--- config.mk ---
export PLATFORM = sky130hd
export DESIGN_NAME = fetch_stage
export DESIGN_NICKNAME = d
export VERILOG_FILES = /design/src/rtl/fetch_stage_pkg.sv /design/src/rtl/fetch_stage_npc.sv /design/src/rtl/fetch_stage.sv
export SDC_FILE = /design/constraint.sdc
export NUM_CORES = 1
export LEC_CHECK = 0
export CORE_UTILIZATION = 35
export DETAILED_ROUTE_END_ITERATION = 12
export PLACE_DENSITY = 0.69
export REMOVE_ABC_BUFFERS = 1
export SLEW_MARGIN = 25
export SYNTH_ARGS = -nofsm -noshare
export SYNTH_HDL_FRONTEND = slang
export SYNTH_SLANG_ARGS = --single-unit
export TNS_END_PERCENT = 50
--- constraint.sdc ---
create_clock -name clk -period 2.78 [get_ports clk]
set_input_delay 0.556 -clock clk [delete_from_list [all_inputs] [get_ports clk]]
set_output_delay 0.556 -clock clk [all_outputs]
set_load 0.005 [all_outputs]
--- src/rtl/fetch_stage_pkg.sv ---
// fetch_stage_pkg
//   Shared constants for the instruction-fetch stage and the decode-stage
//   control unit: next-PC operation codes, their width, and the NOP word.
package fetch_stage_pkg;

   localparam int unsigned NPC_OP_LENGTH = 3;

   typedef enum logic [NPC_OP_LENGTH-1:0] {
      NPC_SEQ = 3'b000,
      NPC_J   = 3'b001,
      NPC_BEQ = 3'b010,
      NPC_JR  = 3'b011,
      NPC_BNE = 3'b100,
      NPC_JAL = 3'b101
   } npc_op_e;

   localparam logic [31:0] NOP_WORD = 32'h0000_0000;

endpackage

--- src/rtl/fetch_stage_npc.sv ---
// npc_calc
//   Combinational next-PC resolution for the instruction held in ID.
//   Ports:
//     npcOpD    - next-PC operation of the ID instruction
//     isRsRtEq  - rs==rt comparison result for the ID instruction
//     validD    - ID holds a real instruction; bubbles never transfer
//     pcPlus4D  - PC+4 of the ID instruction (branch base, J/JAL region)
//     instrD    - low 26 bits of the ID instruction (imm16 / jump index)
//     rsDataD   - forwarded rs value, word-aligned part only (JR target)
//     pc        - current fetch PC
//     taken     - a control transfer is taken this cycle
//     next_pc   - target when taken, otherwise pc + 4
module npc_calc
   import fetch_stage_pkg::*;
(
   input  logic [NPC_OP_LENGTH-1:0] npcOpD,
   input  logic                     isRsRtEq,
   input  logic                     validD,
   input  logic [31:0]              pcPlus4D,
   input  logic [25:0]              instrD,
   input  logic [31:2]              rsDataD,
   input  logic [31:0]              pc,
   output logic                     taken,
   output logic [31:0]              next_pc
);

   logic [31:0] branch_target;
   logic [31:0] jump_target;
   logic [31:0] jr_target;
   logic        take_raw;
   logic [31:0] target;

   assign branch_target = pcPlus4D + {{14{instrD[15]}}, instrD[15:0], 2'b00};
   assign jump_target   = {pcPlus4D[31:28], instrD, 2'b00};
   assign jr_target     = {rsDataD, 2'b00};

   always_comb begin
      take_raw = 1'b0;
      target   = '0;
      case (npcOpD)
         NPC_J, NPC_JAL: begin
            take_raw = 1'b1;
            target   = jump_target;
         end
         NPC_JR: begin
            take_raw = 1'b1;
            target   = jr_target;
         end
         NPC_BEQ: begin
            take_raw = isRsRtEq;
            target   = branch_target;
         end
         NPC_BNE: begin
            take_raw = ~isRsRtEq;
            target   = branch_target;
         end
         default: begin
            take_raw = 1'b0;
            target   = '0;
         end
      endcase
   end

   assign taken   = take_raw & validD;
   assign next_pc = taken ? target : pc + 32'd4;

endmodule

--- src/rtl/fetch_stage.sv ---
// fetch_stage
//   Instruction fetch: PC register, IF/ID pipeline register and the
//   reset > stall > redirect > sequential update priority.
//   Ports:
//     clk, rst    - clock, synchronous active-high reset
//     stallF      - hold PC and IF/ID (pending redirects wait)
//     npcOpD      - next-PC operation of the ID instruction
//     isRsRtEq    - rs==rt for the ID instruction
//     rsDataD     - forwarded rs value (JR target)
//     imem_rdata  - asynchronous instruction-memory read data
//     imem_addr   - current PC
//     instrD, pcD, pcPlus4D, validD - IF/ID register contents
//     redirectF   - taken transfer applied this cycle
module fetch_stage
   import fetch_stage_pkg::*;
#(
   parameter logic [31:0] RESET_PC  = 32'h0000_0000,
   parameter logic [31:0] NOP_INSTR = NOP_WORD
) (
   input  logic                     clk,
   input  logic                     rst,
   input  logic                     stallF,
   input  logic [NPC_OP_LENGTH-1:0] npcOpD,
   input  logic                     isRsRtEq,
   input  logic [31:0]              rsDataD,
   input  logic [31:0]              imem_rdata,
   output logic [31:0]              imem_addr,
   output logic [31:0]              instrD,
   output logic [31:0]              pcD,
   output logic [31:0]              pcPlus4D,
   output logic                     validD,
   output logic                     redirectF
);

   logic [31:0] pc;
   logic        taken;
   logic [31:0] next_pc;

   npc_calc u_npc (
      .npcOpD   (npcOpD),
      .isRsRtEq (isRsRtEq),
      .validD   (validD),
      .pcPlus4D (pcPlus4D),
      .instrD   (instrD[25:0]),
      .rsDataD  (rsDataD[31:2]),
      .pc       (pc),
      .taken    (taken),
      .next_pc  (next_pc)
   );

   assign redirectF = taken & ~stallF;
   assign imem_addr = pc;

   // next_pc already selects target vs. pc+4, so the redirect and
   // sequential branches share the PC update and differ only in IF/ID.
   always_ff @(posedge clk) begin
      if (rst) begin
         pc       <= RESET_PC;
         instrD   <= NOP_INSTR;
         pcD      <= '0;
         pcPlus4D <= '0;
         validD   <= 1'b0;
      end else if (stallF) begin
         pc       <= pc;
      end else if (redirectF) begin
         pc       <= next_pc;
         instrD   <= NOP_INSTR;
         pcD      <= '0;
         pcPlus4D <= '0;
         validD   <= 1'b0;
      end else begin
         pc       <= next_pc;
         instrD   <= imem_rdata;
         pcD      <= pc;
         pcPlus4D <= pc + 32'd4;
         validD   <= 1'b1;
      end
   end

endmodule

# Yosys cells after proc, flatten, opt, wreduce, memory -nomap -nowiden
# Index checks and enable logic that the tools add are counted.
[totals] register_bits=129 input_bits=71 out_inout_bits=130
[op_classes] add_sub_neg=2 n_eq_ne=5 n_mux=7 bitwise_logic=4 n_reduce_logical=3
[ops] operator="32-bit two-way mux" n=4
[ops] operator="32-bit case mux with 3 select lines" n=1
[ops] operator="32-bit by 3-bit adder with 32-bit output (second input constant)" n=1
[ops] operator="32-bit adder" n=1
[ops] operator="3-bit by 2-bit == test with 1-bit output (second input constant)" n=2
[ops] operator="3-bit == test (second input constant)" n=2
[ops] operator="2-bit OR reduction" n=2
[ops] operator="3-bit by 1-bit == test with 1-bit output (second input constant)" n=1
[ops] operator="1-bit case mux with 3 select lines" n=1
[ops] operator="3-bit OR reduction" n=1
[ops] operator="1-bit AND" n=2
[ops] operator="1-bit NOT" n=2
[ops] operator="1-bit two-way mux" n=1

# Longest topological paths before layout
# Gate-level depths: netlist of the first run.
[depth] depth_word=6 ltp_mapped=12 ltp_nobuf=12

# Modules after synthesis
# From an unflattened synthesis of the first run, not the netlist that was laid out.
[unflattened] cells_unflattened=1108 area_unflattened_um2=8588.2
[by_module_without_submodules] module="fetch_stage" n_inst=1 cells_each=607 area_per_inst_um2=5253.8 seq_area_each_um2=2542.4
[by_module_without_submodules] module="npc_calc" n_inst=1 cells_each=501 area_per_inst_um2=3334.4 seq_area_each_um2=0.0

# Worst setup path after synthesis of the first run
# No wires, ideal clock.
[synth_path] path_type="register to register" start="register instrD[15]" end="register pc[30], in the netlist imem_addr[30]" setup_time_ns=0.123 arrival_ns=2.647 path_slack_ns=0.009 stages_incl_launch_ff=12 synth_period_minus_slack_ns=2.771 cell_sequence="dfxtp_1 ha_1 clkbuf_1 o21ai_0 nand2b_1 a41o_1 nor3_1 a21oi_2 a31o_2 a221oi_1 xor2_1 o21ai_1"
[synth_via] elab_chain_cells=3
[synth_lines] item="start, declared" line_no="fetch_stage.sv:28" source="output logic [31:0] instrD,"
[synth_lines] item="start signal, assigned" line_no="fetch_stage.sv:73" source="instrD <= imem_rdata;"
[synth_lines] item="32-bit adder" line_no="fetch_stage_npc.sv:33" source="assign branch_target = pcPlus4D + {{14{instrD[15]}}, instrD[15:0], 2'b00};"
[synth_lines] item="32-bit case mux with 3 select lines" line_no="fetch_stage_npc.sv:40" source="case (npcOpD)"
[synth_lines] item="32-bit two-way mux" line_no="fetch_stage_npc.sv:65" source="assign next_pc = taken ? target : pc + 32'd4;"
[synth_lines] item="end signal, assigned" line_no="fetch_stage.sv:64" source="pc <= pc;"
[synth_lines] item="end signal, assigned" line_no="fetch_stage.sv:66" source="pc <= next_pc;"
[synth_lines] item="end signal, assigned" line_no="fetch_stage.sv:72" source="pc <= next_pc;"
[synth_lines] item="end, declared" line_no="fetch_stage.sv:35" source="logic [31:0] pc;"
# Every way passes these cells.
# A chain may end at the register's enable or synchronous reset.

# Worst setup path in the final report of the first run
[layout_path] start="register instrD[0]" end="register pc[20], in the netlist imem_addr[20]"
# The elaborated chain is that of the path after synthesis.

==> run summary, run 1 <==
==============================================================================
DRC viols                                                                    0
Worst path arrival time                                                3.00 ns
Peak clock frequency supported by timing                             0.371 GHz
Yosys synthesis warning count                                                0
WL/cell                                                                18.2 um
Setup slack at placement                                            -0.0644 ns
Clock transition at the registers of the reported paths                0.06 ns
Final-layout fill cell count                                              1985
CTS root buffer                                                   sky130_fd_sc_hd__clkbuf_16
Distinct cells, synth                                                       71
Ports                                                                      201
Part of the Yosys area used for sequential elements                      33.5%
TritonCTS clock tree                                                     built
Total of max-cap violations                                                  0
Chip Width                                                              149 um
Worst slew margin                                                        52.1%
Cell chain of the critical path                                   ha_2 > inv_1 > fa_2 > nor2b_2 > o2111ai_1 > a21oi_1 > buf_4 > o2111ai_2 > a21oi_2 > o31ai_1 > xnor2_1 > a222oi_1 > a21oi_1
Area of the die                                                    0.0223 mm^2
Vias per std cell                                                         5.55
Final setup TNS                                                           0 ns
Die span in y                                                           149 um
Number of stages on the worst hold path                                      2
Initial core utilization                                                 35.9%
GPL Wtd Cong                                                             0.905
# port buffers                                                             198
Areal power density over the cells                                 477 mW/mm^2
Slew of the pin with the lowest slew margin                           0.718 ns
Initial antenna violation count                                              1
Asr flop ratio synth                                                        0%
Tmin final                                                             2.69 ns
Sequential cell area                                              0.00254 mm^2
Total vias in the final route                                             8286
Proportion of layout cells with a drive suffix above 1                   12.7%
Seq cells post-synth                                                       127
Number of clock sinks                                                      127
Most Crowded Layer GR                                                     met2
Type of the worst setup path                                      flop to flop
Core Footprint                                                     0.0212 mm^2
Most Frequent Cell on Critical Path                               sky130_fd_sc_hd__a21oi_1
Global Route met3 Usage                                                  4.28%
Number of clock buffers inserted by TritonCTS                               17
Layout overhead on the synthesized area                                  45.5%
Buffers & Inverters on Critical Path                                         2
Final hold violation count                                                   0
DP HPWL                                                               19300 um
Hold WC Path Type                                                 flop to flop
Fin worst setup slack                                                0.0864 ns
Gate family responsible for the most delay along the worst path   compound AO/OA/AOI/OAI gates
Global-route wire length before repair                                42200 um
Maximum number of buffers from clock root to sink                            2
Logic depth of the worst setup path including buffers                       13
Final-report setup violation count                                           0
Met1 routing resource usage after global routing                         33.4%
Number of iterations in the first detailed-routing pass                      5
Total overflow reported by the global router                                 0
Overall routing resource usage                                           24.2%
Clk Latency, worst-skew pair                                           0.42 ns
Post-layout nets                                                          1307
Cells after Synth                                                          976
Hold buffers post-CTS                                                        0
Unrepaired setup endpoints after global routing                            yes
Starting DRT DRC Count                                                     512
Largest vdd supply drop                                                 435 uV
CP peak stage delay                                                    0.35 ns
CP max-delay cell                                                 sky130_fd_sc_hd__dfxtp_1
Average instance area after synthesis                                7.77 um^2
Vias in the first global route                                            7607
Cell Rows                                                                   53
Kind of end point of the critical path                                    flop
Combined area of the multi-input logic cells                      0.00474 mm^2
Post-route ant nets                                                          0
Kind of start point of the critical path                                  flop
Maximum number of pins on one net before global-route repair                88
Mapped cell area                                                  0.00759 mm^2
Post-route fraction of the period consumed by the critical path          96.9%
Number of H-tree levels                                                      4
Worst EP required                                                      3.08 ns
Met2 demand-to-capacity share in global routing                          38.1%
Final Slew Violations                                                        0
EDFF count, synth                                                            0
R2R depth                                                                   13
Clock tree skew after final layout                                   0.0104 ns
CP max FO                                                                    3
Total wire length after detailed routing                              27200 um
Main synth FF type                                                sky130_fd_sc_hd__dfxtp_1
Leakage power summed over all cells                                    4.58 nW
Status                                                               completed
==============================================================================
## where the power goes
| part | internal, mW | switching (mW) | leakage [nW] |
|---|---|---|---|
| clock | 1.56 | 0.816 | 0.301 |
| combinational | 0.461 | 0.465 | 3.24 |
| sequential | 1.89 | 0.0669 | 1.04 |
| total | 3.92 | 1.35 | 4.58 |
## Yosys cell counts, types with 2 or more instances
cell                          n  area share, %
sky130_fd_sc_hd__dfxtp_1    127             34
sky130_fd_sc_hd__nor2_1     120            5.9
sky130_fd_sc_hd__nand2_1     65            3.2
sky130_fd_sc_hd__a222oi_1     5           0.66
sky130_fd_sc_hd__o221ai_1     7           0.81
sky130_fd_sc_hd__xnor2_1     35            4.0
sky130_fd_sc_hd__nand4_1      9           0.74
sky130_fd_sc_hd__o22ai_1     13            1.1
sky130_fd_sc_hd__xor2_1      17            2.0
sky130_fd_sc_hd__and2_1       5           0.41
sky130_fd_sc_hd__nand2b_1     8           0.66
sky130_fd_sc_hd__o21a_1       6           0.59
sky130_fd_sc_hd__o2111ai_1    3           0.35
sky130_fd_sc_hd__and3_1      65            5.4
sky130_fd_sc_hd__a21o_1      14            1.4
sky130_fd_sc_hd__a31oi_1     10           0.82
sky130_fd_sc_hd__buf_1        7           0.35
sky130_fd_sc_hd__o21ai_0     41            2.7
sky130_fd_sc_hd__a221o_1      3           0.40
sky130_fd_sc_hd__nor3_1      20            1.3
sky130_fd_sc_hd__ha_1        30            4.9
sky130_fd_sc_hd__buf_2        5           0.33
sky130_fd_sc_hd__nor4_1       3           0.25
sky130_fd_sc_hd__inv_1       17           0.84
sky130_fd_sc_hd__o211a_1      5           0.66
sky130_fd_sc_hd__and4_1       4           0.46
sky130_fd_sc_hd__clkbuf_1    61            3.0
sky130_fd_sc_hd__o31ai_1      5           0.49
sky130_fd_sc_hd__buf_4        2           0.20
sky130_fd_sc_hd__nor3b_1      3           0.30
sky130_fd_sc_hd__o211ai_1     5           0.49
sky130_fd_sc_hd__nor2b_1      6           0.49
sky130_fd_sc_hd__mux2i_1      8            1.1
sky130_fd_sc_hd__a21oi_1    134            8.8
sky130_fd_sc_hd__a22o_1       3           0.35
sky130_fd_sc_hd__clkbuf_2     2           0.13
sky130_fd_sc_hd__nand3_1     19            1.3
sky130_fd_sc_hd__nand3_2      3           0.40
sky130_fd_sc_hd__a22oi_1     30            3.0
sky130_fd_sc_hd__or3_1        4           0.33
sky130_fd_sc_hd__a221oi_1    12            1.4
sky130_fd_sc_hd__o21bai_1     6           0.59
## metal layers
| metal | vias to the layer above | share of wire [%] | wire (um) |
|---|---|---|---|
| met5 | - | 0 | 0 |
| met4 | 0 | 2.2 | 606 |
| met3 | 41 | 6.8 | 1840 |
| met2 | 327 | 46 | 12500 |
| met1 | 3910 | 45 | 12300 |
| li1 | 4008 | - | - |
## cells in the final DEF (no fill, tap or decap), drive strengths merged, types with 20 or more instances in the layout
cell	n
clkdlybuf4s50	195
a21oi	135
dfxtp	127
nor2	120
buf	92
and3	65
nand2	65
o21ai	42
xnor2	35
a22oi	30
ha	30
clkbuf	25
nand3	22
nor3	20
## layout make-up
class	instances	area share [%]
Antenna cell	1	0.0227
Clock buffer	25	4.40
Clock inverter	6	1.18
Inverter	17	0.578
Multi-Input combinational cell	754	43.0
Sequential cell	127	23.1
Tap cell	275	3.12
Timing Repair Buffer	288	24.7
## through the flow
| step | instance area [um^2] | utilization (%) | instances | hold WS [ns] | power, mW |
|---|---|---|---|---|---|
| after floorplan | 7270 | - | 898 | 0.449 | 2.36 |
| after global placement | 10300 | 48.8 | 1459 | 0.449 | 2.89 |
| final | 11000 | 52.2 | 1493 | 0.462 | 5.27 |
| after detailed placement | 10300 | 48.8 | 1459 | 0.458 | 2.90 |
| after global routing | 11000 | 52.2 | 1493 | 0.483 | 5.47 |
| after CTS | 11000 | 51.8 | 1490 | 0.465 | 5.28 |
## repair_timing
| item | 4_1_cts | 5_1_grt |
|---|---|---|
| pin swaps | 1 | 7 |
| setup buffers | 0 | 2 |
| resized for setup | 3 | 15 |
| endpoints found under the setup margin | 3 | 14 |
## final timing paths
path,from,end,slack [ns]
worst max-delay path,instrD[0],imem_addr[20],0.09
worst min-delay path,pcD[17],pcD[17],0.46
worst max register to register,instrD[0],imem_addr[20],0.09
worst min register to register,pcD[17],pcD[17],0.46
## sequential cells by signal, summed over array words and instances, names as in the netlist
signal     cells
imem_addr     32
instrD        32
pcD           32
pcPlus4D      30
validD         1
## cells by family (layout without fill, tap and decap cells)
logic type	Yosys count	in the layout	synth area share, %
multiplexers	9	9	1.20
buffers and inverters	95	336	5.01
AND/OR/NAND/NOR	342	342	22.2
AO/OA/AOI/OAI	320	320	26.9
adder cells (fa/ha/maj)	31	31	5.21
other	0	1	0
XOR/XNOR	52	52	6.00
flip-flops	127	127	33.5
## worst reg2reg max path: stages (launching register included)
cell and delay, ns:
sky130_fd_sc_hd__dfxtp_1 0.35, sky130_fd_sc_hd__ha_2 0.20, sky130_fd_sc_hd__inv_1 0.06, sky130_fd_sc_hd__fa_2 0.36
sky130_fd_sc_hd__nor2b_2 0.16, sky130_fd_sc_hd__o2111ai_1 0.15, sky130_fd_sc_hd__a21oi_1 0.19, sky130_fd_sc_hd__buf_4 0.15
sky130_fd_sc_hd__o2111ai_2 0.14, sky130_fd_sc_hd__a21oi_2 0.20, sky130_fd_sc_hd__o31ai_1 0.12, sky130_fd_sc_hd__xnor2_1 0.16
sky130_fd_sc_hd__a222oi_1 0.23, sky130_fd_sc_hd__a21oi_1 0.11
(Power assumes the default switching activity.)
==> run 2, diff against run 1 <==
- PLACE_DENSITY: 0.69 -> not set
==> run summary, run 2 (synthesis results as in run 1) <==
==============================================================================
Total overflow reported by the global router                                 0
Final-layout fill cell count                                              2063
Post-route fraction of the period consumed by the critical path          96.9%
Slew of the pin with the lowest slew margin                           0.644 ns
Hold buffers post-CTS                                                        0
Cell Rows                                                                   53
Final Slew Violations                                                        0
Placed cell count                                                         1457
Final hold violation count                                                   0
Status                                                               completed
Total of max-cap violations                                                  0
Unrepaired setup endpoints after global routing                            yes
Leakage power summed over all cells                                    4.55 nW
GPL Wtd Cong                                                             0.904
DP HPWL                                                               19100 um
Chip Width                                                              149 um
Area of the die                                                    0.0223 mm^2
Met2 routed wirelength                                                12100 um
Highest routed metal layer                                                met4
Proportion of layout cells with a drive suffix above 1                   12.4%
Endpoint of the worst-slack reg-to-reg timing path                imem_addr[20]
Number of iterations in the first detailed-routing pass                      5
CTS root buffer                                                   sky130_fd_sc_hd__clkbuf_16
Clk Latency, worst-skew pair                                           0.43 ns
Kind of end point of the critical path                                    flop
Hold WC Path Type                                                 flop to flop
Total vias in the final route                                             8206
Number of stages on the worst hold path                                      2
Maximum number of buffers from clock root to sink                            2
Ports                                                                      201
Peak clock frequency supported by timing                             0.371 GHz
Worst path arrival time                                                3.00 ns
Layout overhead on the synthesized area                                  45.2%
End of the worst hold path                                             pcD[17]
Final-report setup violation count                                           0
Overall routing resource usage                                           24.6%
Most frequent cells in the layout                                 sky130_fd_sc_hd__clkdlybuf4s50_1 (195), sky130_fd_sc_hd__a21oi_1 (132), sky130_fd_sc_hd__dfxtp_1 (127), sky130_fd_sc_hd__nor2_1 (119), sky130_fd_sc_hd__buf_4 (82)
Met3 WL post-DR                                                        1500 um
Number of H-tree levels                                                      4
Areal power density over the cells                                 477 mW/mm^2
Total wire length after detailed routing                              27100 um
Largest vdd supply drop                                                 422 uV
Worst EP required                                                      3.08 ns
Clock transition at the registers of the reported paths                0.06 ns
Global-route wire length before repair                                42100 um
R2R depth                                                                   13
Origin of the critical flop-to-flop path                           pcPlus4D[2]
Initial core utilization                                                 35.9%
Setup crit start                                                   pcPlus4D[2]
Worst slew margin                                                        57.1%
Vias per std cell                                                         5.51
TritonCTS clock tree                                                     built
Die span in y                                                           149 um
Vias in the first global route                                            7405
Number of clock sinks                                                      127
Worst Min Path Start                                                   pcD[17]
CP max FO                                                                    3
Combined area of the multi-input logic cells                      0.00475 mm^2
WL/cell                                                                18.2 um
Core Footprint                                                     0.0212 mm^2
Starting DRT DRC Count                                                     554
# port buffers                                                             198
Length of routed wiring on met1                                       12900 um
Initial antenna violation count                                              1
Post-layout nets                                                          1304
DRC viols                                                                    0
Kind of start point of the critical path                                  flop
Clock tree skew after final layout                                   0.0101 ns
Type of the worst setup path                                      flop to flop
Non-filler instance count after layout                                    1489
Sequential cell area                                              0.00254 mm^2
Maximum number of pins on one net before global-route repair                88
Final setup TNS                                                           0 ns
Commonest non-fill, non-tap cell in the layout                    sky130_fd_sc_hd__clkdlybuf4s50_1
Post-route ant nets                                                          0
Number of clock buffers inserted by TritonCTS                               17
Minimum setup slack among reg-to-reg paths                             0.09 ns
Tmin final                                                             2.69 ns
==============================================================================
## run 2: worst max path at each step
stage / depth (start not counted) / end / slack, ns
3_5_place_dp: 10 / imem_addr[23] / -0.07
6_report: 13 / imem_addr[20] / 0.09
2_1_floorplan: 6 / imem_addr[20] / -1.50
3_3_place_gp: 6 / redirectF / -0.06
4_1_cts: 13 / imem_addr[20] / 0.006
5_1_grt: 10 / imem_addr[23] / -0.1
## run 2: worst max-delay path, cell delays in order, from the launching register on
cell and delay (ns):
sky130_fd_sc_hd__dfxtp_1 0.34, sky130_fd_sc_hd__ha_2 0.20, sky130_fd_sc_hd__inv_1 0.05, sky130_fd_sc_hd__fa_2 0.37, sky130_fd_sc_hd__nor2b_4 0.15, sky130_fd_sc_hd__o2111ai_2 0.14, sky130_fd_sc_hd__a21oi_2 0.16, sky130_fd_sc_hd__buf_4 0.14
sky130_fd_sc_hd__o2111ai_2 0.15, sky130_fd_sc_hd__a21oi_2 0.21, sky130_fd_sc_hd__o31ai_1 0.11, sky130_fd_sc_hd__xnor2_1 0.17, sky130_fd_sc_hd__a222oi_1 0.28, sky130_fd_sc_hd__a21oi_1 0.11
## run 2: stage by stage
step,hold slack [ns],worst slack (ns),utilization [%],total power [mW],instance area (um^2)
floorplan,0.449,-1.50,-,2.36,7270
global placement,0.449,-0.0609,48.8,2.90,10300
detailed placement,0.456,-0.0660,48.8,2.90,10300
CTS,0.464,0.00608,51.7,5.27,10900
global route,0.482,-0.0984,52.1,5.46,11000
finish,0.459,0.0870,52.1,5.26,11000
## run 2: layout make-up
type                       instances  share of cell area (%)
antenna                            1                  0.0227
clock buffer                      23                    4.25
clock inverter                     7                    1.23
inverter                          17                   0.579
multi-input combinational        754                    43.1
sequential                       127                    23.1
tap                              275                    3.12
timing repair buffer             285                    24.7
## run 2: where the power goes
part	internal (mW)	switching [mW]	leakage, nW
combinational	0.460	0.464	3.21
clock	1.53	0.844	0.297
sequential	1.89	0.0634	1.03
total	3.89	1.37	4.55
## run 2: layer usage
metal / vias up / global-route usage, %
li1: 4017 / -
met1: 3879 / 35.4
met2: 269 / 36.7
met3: 41 / 3.82
met4: 0 / 8.78
met5: - / 0
## run 2: timing repair
item | 4_1_cts | 5_1_grt
resized for setup | 3 | 14
buffers inserted | 0 | 1
endpoints found under the setup margin | 2 | 10
pin swaps | 1 | 8
==> run 3, diff against run 2 <==
- SLEW_MARGIN: 25 -> 20
==> results of run 3 <==
Same layout as run 2: the final DEF is identical, and so are final timing and power.
